**config.mk**
```make
export PLATFORM = sky130hd
export DESIGN_NAME = muldiv32_flat
export DESIGN_NICKNAME = d
export VERILOG_FILES = /design/src/rtl/muldiv32_if.sv /design/src/rtl/muldiv32.sv /design/src/flat_wrapper.sv
export SDC_FILE = /design/constraint.sdc
export NUM_CORES = 1
export LEC_CHECK = 0
export BUFFER_PORTS_ARGS = -buffer_cell sky130_fd_sc_hd__buf_2
export CAP_MARGIN = 20
export CORE_MARGIN = 2
export CORE_UTILIZATION = 45
export CTS_BUF_LIST = sky130_fd_sc_hd__clkbuf_4 sky130_fd_sc_hd__clkbuf_8
export DETAILED_ROUTE_END_ITERATION = 10
export GPL_TIMING_DRIVEN = 1
export MAX_ROUTING_LAYER = met4
export PLACE_DENSITY = 0.68
export SKIP_LAST_GASP = 1
export SLEW_MARGIN = 20
export SYNTH_ARGS = -nofsm -noshare
export SYNTH_HDL_FRONTEND = slang
export SYNTH_SLANG_ARGS = --single-unit
```
**constraint.sdc**
```tcl
create_clock -name clock -period 3.4 [get_ports clock]
set_input_delay 0.34 -clock clock [delete_from_list [all_inputs] [get_ports clock]]
set_output_delay 0.34 -clock clock [all_outputs]
set_load 0.02 [all_outputs]
```
**src/rtl/muldiv32_if.sv**
```systemverilog
// Handshake and HI/LO bus between the pipeline and the iterative multiply/divide unit.
interface muldiv32_if;
  logic        start;
  logic [1:0]  op;
  logic [31:0] Read_data_1;
  logic [31:0] Read_data_2;
  logic        Mthi;
  logic        Mtlo;
  logic [31:0] Wdata;
  logic        busy;
  logic        done;
  logic [31:0] Hi;
  logic [31:0] Lo;

  modport master (
    output start, op, Read_data_1, Read_data_2, Mthi, Mtlo, Wdata,
    input  busy, done, Hi, Lo
  );

  modport slave (
    input  start, op, Read_data_1, Read_data_2, Mthi, Mtlo, Wdata,
    output busy, done, Hi, Lo
  );
endinterface

```
**src/rtl/muldiv32.sv**
```systemverilog
// Iterative 32-bit mult/multu/div/divu unit with HI/LO registers.
// Fixed latency: 32 radix-2 iterations plus one sign-fix cycle.
module muldiv32 (
  input  logic  clock,
  input  logic  reset,
  muldiv32_if.slave bus
);
  typedef enum logic [1:0] {IDLE, RUN, FIX} state_t;

  state_t      state, state_nxt;
  logic [4:0]  cnt;
  logic        is_div, res_neg, rem_neg, div0;
  logic [31:0] opnd, work_hi, work_lo;
  logic [31:0] hi_q, lo_q;
  logic        done_q;

  logic        sgn_op;
  logic [31:0] a_abs, b_abs;
  logic [32:0] mul_sum, div_shift, div_trial;
  logic [31:0] step_hi, step_lo;
  logic [63:0] prod_abs, prod_fix;
  logic [31:0] quo_fix, rem_fix, fix_hi, fix_lo;

  always_ff @(posedge clock) begin
    if (reset) state <= IDLE;
    else       state <= state_nxt;
  end

  always_comb begin
    state_nxt = state;
    unique case (state)
      IDLE:    if (bus.start) state_nxt = RUN;
      RUN:     if (cnt == 5'd31) state_nxt = FIX;
      FIX:     state_nxt = IDLE;
      default: state_nxt = IDLE;
    endcase
  end

  always_comb begin
    sgn_op = ~bus.op[0];
    a_abs  = (sgn_op && bus.Read_data_1[31]) ? -bus.Read_data_1 : bus.Read_data_1;
    b_abs  = (sgn_op && bus.Read_data_2[31]) ? -bus.Read_data_2 : bus.Read_data_2;
  end

  // One iteration: shift-add for multiply (multiplier in work_lo), restoring
  // shift-subtract for divide (dividend shifts out of work_lo into work_hi).
  always_comb begin
    mul_sum   = {1'b0, work_hi} + (work_lo[0] ? {1'b0, opnd} : '0);
    div_shift = {work_hi, work_lo[31]};
    div_trial = div_shift - {1'b0, opnd};
    if (is_div) begin
      if (!div_trial[32]) begin
        step_hi = div_trial[31:0];
        step_lo = {work_lo[30:0], 1'b1};
      end else begin
        step_hi = div_shift[31:0];
        step_lo = {work_lo[30:0], 1'b0};
      end
    end else begin
      step_hi = mul_sum[32:1];
      step_lo = {mul_sum[0], work_lo[31:1]};
    end
  end

  // With a zero divisor the remainder path reproduces |A|, so only the quotient is forced.
  always_comb begin
    prod_abs = {work_hi, work_lo};
    prod_fix = res_neg ? -prod_abs : prod_abs;
    quo_fix  = div0 ? '1 : (res_neg ? -work_lo : work_lo);
    rem_fix  = rem_neg ? -work_hi : work_hi;
    fix_hi   = is_div ? rem_fix : prod_fix[63:32];
    fix_lo   = is_div ? quo_fix : prod_fix[31:0];
  end

  always_ff @(posedge clock) begin
    if (reset) begin
      cnt     <= '0;
      is_div  <= 1'b0;
      res_neg <= 1'b0;
      rem_neg <= 1'b0;
      div0    <= 1'b0;
      opnd    <= '0;
      work_hi <= '0;
      work_lo <= '0;
      hi_q    <= '0;
      lo_q    <= '0;
      done_q  <= 1'b0;
    end else begin
      done_q <= 1'b0;
      unique case (state)
        IDLE: begin
          if (bus.start) begin
            cnt     <= '0;
            is_div  <= bus.op[1];
            res_neg <= sgn_op & (bus.Read_data_1[31] ^ bus.Read_data_2[31]);
            rem_neg <= sgn_op & bus.Read_data_1[31];
            div0    <= bus.op[1] & (bus.Read_data_2 == '0);
            opnd    <= bus.op[1] ? b_abs : a_abs;
            work_hi <= '0;
            work_lo <= bus.op[1] ? a_abs : b_abs;
          end else begin
            if (bus.Mthi) hi_q <= bus.Wdata;
            if (bus.Mtlo) lo_q <= bus.Wdata;
          end
        end
        RUN: begin
          work_hi <= step_hi;
          work_lo <= step_lo;
          cnt     <= cnt + 5'd1;
        end
        FIX: begin
          hi_q   <= fix_hi;
          lo_q   <= fix_lo;
          done_q <= 1'b1;
        end
        default: ;
      endcase
    end
  end

  always_comb begin
    bus.busy = (state != IDLE);
    bus.done = done_q;
    bus.Hi   = hi_q;
    bus.Lo   = lo_q;
  end
endmodule

```
**src/flat_wrapper.sv**
```systemverilog
// flat-port wrapper written by rule: the top's interface ports become plain ports
module muldiv32_flat 
  (clock, reset, bus_start, bus_op, bus_Read_data_1, bus_Read_data_2, bus_Mthi, bus_Mtlo, bus_Wdata, bus_busy, bus_done, bus_Hi, bus_Lo);
  muldiv32_if bus_i ();
  input  logic clock;
  input  logic reset;
  input wire logic [$bits(bus_i.start)-1:0] bus_start;
  input wire logic [$bits(bus_i.op)-1:0] bus_op;
  input wire logic [$bits(bus_i.Read_data_1)-1:0] bus_Read_data_1;
  input wire logic [$bits(bus_i.Read_data_2)-1:0] bus_Read_data_2;
  input wire logic [$bits(bus_i.Mthi)-1:0] bus_Mthi;
  input wire logic [$bits(bus_i.Mtlo)-1:0] bus_Mtlo;
  input wire logic [$bits(bus_i.Wdata)-1:0] bus_Wdata;
  output wire logic [$bits(bus_i.busy)-1:0] bus_busy;
  output wire logic [$bits(bus_i.done)-1:0] bus_done;
  output wire logic [$bits(bus_i.Hi)-1:0] bus_Hi;
  output wire logic [$bits(bus_i.Lo)-1:0] bus_Lo;
  assign bus_i.start = bus_start;
  assign bus_i.op = bus_op;
  assign bus_i.Read_data_1 = bus_Read_data_1;
  assign bus_i.Read_data_2 = bus_Read_data_2;
  assign bus_i.Mthi = bus_Mthi;
  assign bus_i.Mtlo = bus_Mtlo;
  assign bus_i.Wdata = bus_Wdata;
  assign bus_busy = bus_i.busy;
  assign bus_done = bus_i.done;
  assign bus_Hi = bus_i.Hi;
  assign bus_Lo = bus_i.Lo;
  muldiv32 u_core (.clock(clock), .reset(reset), .bus(bus_i));
endmodule
```
# == Word level (Yosys, flattened, before mapping) ==
# Index checks and enable logic that the tools add are counted.
# word_totals
regBits,172
inputBits,103
out_inout_bits,66
word_cells,76
# classes
addsub,8
n_eq_ne,8
n_mux,31
n_bitwise,5
reduce_logical,12
# ops
op,n
two-way mux 32 bit,19
case mux 32 bit (2 select lines),4
negator 32 bit,4
two-way mux 64 bit,1
negator 64 bit,1
adder 32 x 33 -> 33 bit,1
subtractor 33 x 32 -> 33 bit,1
zero test 32 bit,1
case mux 5 bit (2 select lines),1
!= test 2 bit (second input constant),4
AND reduction 2 bit,3
AND reduction 3 bit,2
nonzero test 2 bit,3
adder 5 x 1 -> 5 bit (second input constant),1
equality test 5 bit (second input constant),1
two-way mux 5 bit,1
two-way mux 2 bit,2
case mux 2 bit (2 select lines),1
AND 1 bit,3
equality test 2 x 1 -> 1 bit (second input constant),1
equality test 2 bit (second input constant),1
logical AND 1 bit,2
zero test 2 bit,1
two-way mux 1 bit,2
other kinds (3),3

# == Logic depth before layout (Yosys ltp) ==
# depth
depth_word,6
depth_mapped,14

# == Least setup slack after synthesis ==
# Ideal clock, no wire load.
# synth_timing
path_type,reg2reg
from,register u_core.work_lo[0]
to,register u_core.work_hi[28]
arrival_ps,3052
setup_slack_ps,226
path_stages_with_launch,14
n_path_buf,1
cell_sequence,dfxtp_1 > inv_1 > clkbuf_1 > nor2_1 > ha_1 > o211ai_1 > o211ai_1 > nand3_1 > a31oi_1 > o31ai_1 > o41ai_1 > a221oi_1 > xnor2_1 > a221o_1
# synth_between
elab_chain_len,4
# synth_lines
element,line,text
from (decl),muldiv32.sv:13,"logic [31:0] opnd, work_hi, work_lo;"
from (signal assigned),muldiv32.sv:100,work_lo <= bus.op[1] ? a_abs : b_abs;
from (signal assigned),muldiv32.sv:108,work_lo <= step_lo;
two-way mux 32 bit,muldiv32.sv:48,"mul_sum = {1'b0, work_hi} + (work_lo[0] ? {1'b0, opnd} : '0);"
adder 32 x 33 -> 33 bit,muldiv32.sv:48,
two-way mux 32 bit,muldiv32.sv:51,if (is_div) begin
case mux 32 bit (2 select lines),muldiv32.sv:90,unique case (state)
to (signal assigned),muldiv32.sv:107,work_hi <= step_hi;
to (decl),muldiv32.sv:13,
# Every way passes these cells.
# A chain may end at the register's enable or synchronous reset.

# == Final worst setup path ==
# layout_timing
from,register u_core.work_lo[0]
to,register u_core.work_hi[31]
# The elaborated chain is that of the path after synthesis.

==> impl_metrics.env <==
export IMPL_drt_met1_wl_um=24200
export IMPL_syn_inst=1949
export IMPL_syn_avg_cell_area_um2=7.488
export IMPL_die_h_um=184.1
export IMPL_coreArea_mm2=0.03172
export IMPL_synth_area_leaders="dfxtp_1 (24%), a21oi_1 (6.8%), xnor2_1 (6.1%), ha_1 (6.0%), mux2i_1 (5.2%)"
export IMPL_antenna_found_initial=0
export IMPL_worst_path_max_fanout=15
export IMPL_area_growth_pct=14.85
export IMPL_dieArea_mm2=0.03389
export IMPL_clock_sinks=172
export IMPL_first_pass_iters=6
export IMPL_seqCellArea_mm2=0.003447
export IMPL_multi_input_area_mm2=0.01047
export IMPL_fill_cells=3107
export IMPL_relSlewSlack=0.4223
export IMPL_gp_routability_congestion=0.9681
export IMPL_async_flop_share=0
export IMPL_ys_top_cells_by_count="a21oi_1 (198), nor2_1 (194), nand2_1 (178)"
export IMPL_dr_wl_met3_um=3888
export IMPL_hold_viol=0
export IMPL_rsz0062_at_grt="no"
export IMPL_crit_path_start_kind="flop"
export IMPL_synth_edf_count=0
export IMPL_dp_hpwl_um=43760
export IMPL_fmax_mhz=311.7
export IMPL_totalWireLength_um=55670
export IMPL_h_tree_depth=4
export IMPL_cts_setup_buffers=0
export IMPL_cts_buffers=17
export IMPL_slew_viol_final=0
export IMPL_dp_slack_ns=0.06500
export IMPL_yosysTopAreaCell="dfxtp_1"
export IMPL_layout_nets=2276
export IMPL_setup_slack_ns=0.1917
export IMPL_power_per_cell_area_mw_per_mm2=339.6
export IMPL_leakagePower_uw=0.006772
export IMPL_setup_viol=0
export IMPL_grt_max_degree=84
export IMPL_antenna_cells=0
export IMPL_clkTransAtPathRegs_ns=0.10
export IMPL_hold_path_class="input pin to flop"
export IMPL_top_layer_used="met4"
export IMPL_wl_per_cell_um=22.12
export IMPL_synth_net_count=2124
export IMPL_cp_required_ns=3.76
export IMPL_critPathCaptureType="flop"
export IMPL_die_x_um=184.1
export IMPL_cts_tree="yes"
export IMPL_tightestPinTransition_ns=0.8665
export IMPL_antenna_left=0
export IMPL_synth_top_cell_area_share=0.2359
export IMPL_grt_ovfl_total=0
export IMPL_clock_root_buffer="clkbuf_8"
export IMPL_io_pins=169
export IMPL_synth_warnings=0
export IMPL_peakVddDrop_uv=266.3
export IMPL_critPathKind="flop to flop"
export IMPL_post_route_period_util=0.9436
export IMPL_grt_pass1_wl_um=83260
export IMPL_synthFlopType="dfxtp_1"
export IMPL_cp_arrival_ns=3.56
export IMPL_wl_met2_um=24850
export IMPL_ctsHoldBuffers=0
export IMPL_remaining_drc_errors=0
export IMPL_yosysMostFrequentCell="a21oi_1"
export IMPL_syn_area_mm2=0.01459
export IMPL_drive_gt1_frac=0.1741
export IMPL_grt_pass1_vias=14406
export IMPL_maxCapViolCount=0
export IMPL_vias=15643
export IMPL_port_buffers=168
export IMPL_status="completed"
export IMPL_cts_resized=0
export IMPL_clk_latency_ns=0.52
export IMPL_tns_ns=0
export IMPL_placementRows=65
export IMPL_fin_crit_ns=3.208
export IMPL_drt_initial_drc_count=1299
export IMPL_globalRouteTotalUtil=0.3301
export IMPL_ys_ff_latch=172
export IMPL_ys_seq_area_frac=0.2359
export IMPL_clockBufferDepth=2
export IMPL_skew_ns=0.01564
export IMPL_via_per_inst=6.217
export IMPL_start_util=0.4601
export IMPL_ys_types=75
-- layout by cell type, fill, tap and decap left out, drive strengths merged, types with 8 or more instances in the layout --
master    n
inv      64
nand2b   21
o31ai    33
nand4    16
mux2      8
nor3     33
nand3    27
nor4     21
o21bai    8
a21oi   198
o221ai   33
xnor2   103
a221oi    8
buf     277
o211ai   33
o21ai   127
o41ai    11
nor2    196
a31oi    25
a311oi    8
a211oi   92
nor2b    24
mux2i    76
nand2   178
clkbuf   20
or4      11
o21a     13
dfxtp   172
a21o     19
or3      22
a22oi    28
xor2     69
ha       70
-- worst max-delay path: stages, from the launching register on --
cell       delay [ns]
dfxtp_2          0.37
inv_1            0.07
buf_12           0.15
nor2_1           0.12
ha_1             0.26
buf_4            0.15
nor2b_1          0.14
o31ai_1          0.19
buf_4            0.17
o2bb2ai_2        0.15
o31ai_1          0.09
buf_4            0.16
a311o_1          0.43
a211oi_2         0.27
nor3_2           0.07
o221ai_1         0.20
a41oi_1          0.06
-- worst paths after layout --
kind | cells past startpoint | startpoint | end | slack (ns)
setup / recovery | 16 | u_core.work_lo[0] | u_core.work_hi[31] | 0.19
hold reg to reg | 2 | u_core.bus.Lo[4] | u_core.bus.Lo[4] | 0.45
hold / removal | 3 | bus_Wdata[21] | u_core.bus.Hi[21] | 0.19
setup reg to reg | 16 | u_core.work_lo[0] | u_core.work_hi[31] | 0.19
-- metrics by stage --
stage / total power, uW / area [um^2] / std cells / utilization / hold slack [ns]
finish: 5693 / 16760 / 2516 / 0.5284 / 0.1893
global route: 5944 / 16760 / 2516 / 0.5284 / 0.1945
CTS: 5673 / 16680 / 2516 / 0.5260 / 0.1584
detailed placement: 4170 / 16290 / 2484 / 0.5135 / 0.4417
global placement: 4153 / 16290 / 2484 / 0.5135 / 0.4365
floorplan: 3510 / 14590 / 1949 / - / 0.4250
-- cell families (layout without fill, tap and decap cells) --
family	count (synthesis)	count (layout)	synth area share
AOI/OAI and AO/OA	671	671	0.2969
xor gates and xnor gates	172	172	0.1037
adders and majority gates	72	72	0.06276
buffers and inverters	204	369	0.05384
DFF	172	172	0.2359
muxes	84	84	0.05830
and+or+nand+nor	574	574	0.1885
-- final cells by class --
class,count,area share
flip-flops and latches,172,0.2057
multi-input cells,1573,0.6248
repair buffers,277,0.1023
clock buffers,20,0.01568
clock inverters,12,0.008062
well taps,402,0.03001
inverters,60,0.01344
-- registers in the layout (all words and copies together) (netlist names) --
name             cells
u_core.bus.Lo       32
u_core.bus.Hi       32
u_core.opnd         32
u_core.cnt           5
u_core.state         2
u_core.work_lo      32
u_core.div0          1
u_core.is_div        1
u_core.work_hi      32
u_core.rem_neg       1
u_core.res_neg       1
u_core.bus.done      1
-- routing by layer --
metal / up-vias / track usage
met5: - / -
met4: 0 / 0.1546
met3: 114 / 0.04695
met2: 692 / 0.5123
met1: 7383 / 0.4240
li1: 7454 / -
-- where the power goes --
part           leakage [uW]  total, uW  internal, uW  switching, uW
logic               0.00517       1910           729           1180
registers           0.00141       2260          2130            126
clock network      0.000199       1530           638            888
total               0.00677       5690          3500           2190
No activity file was read; power rests on OpenSTA's default activity.
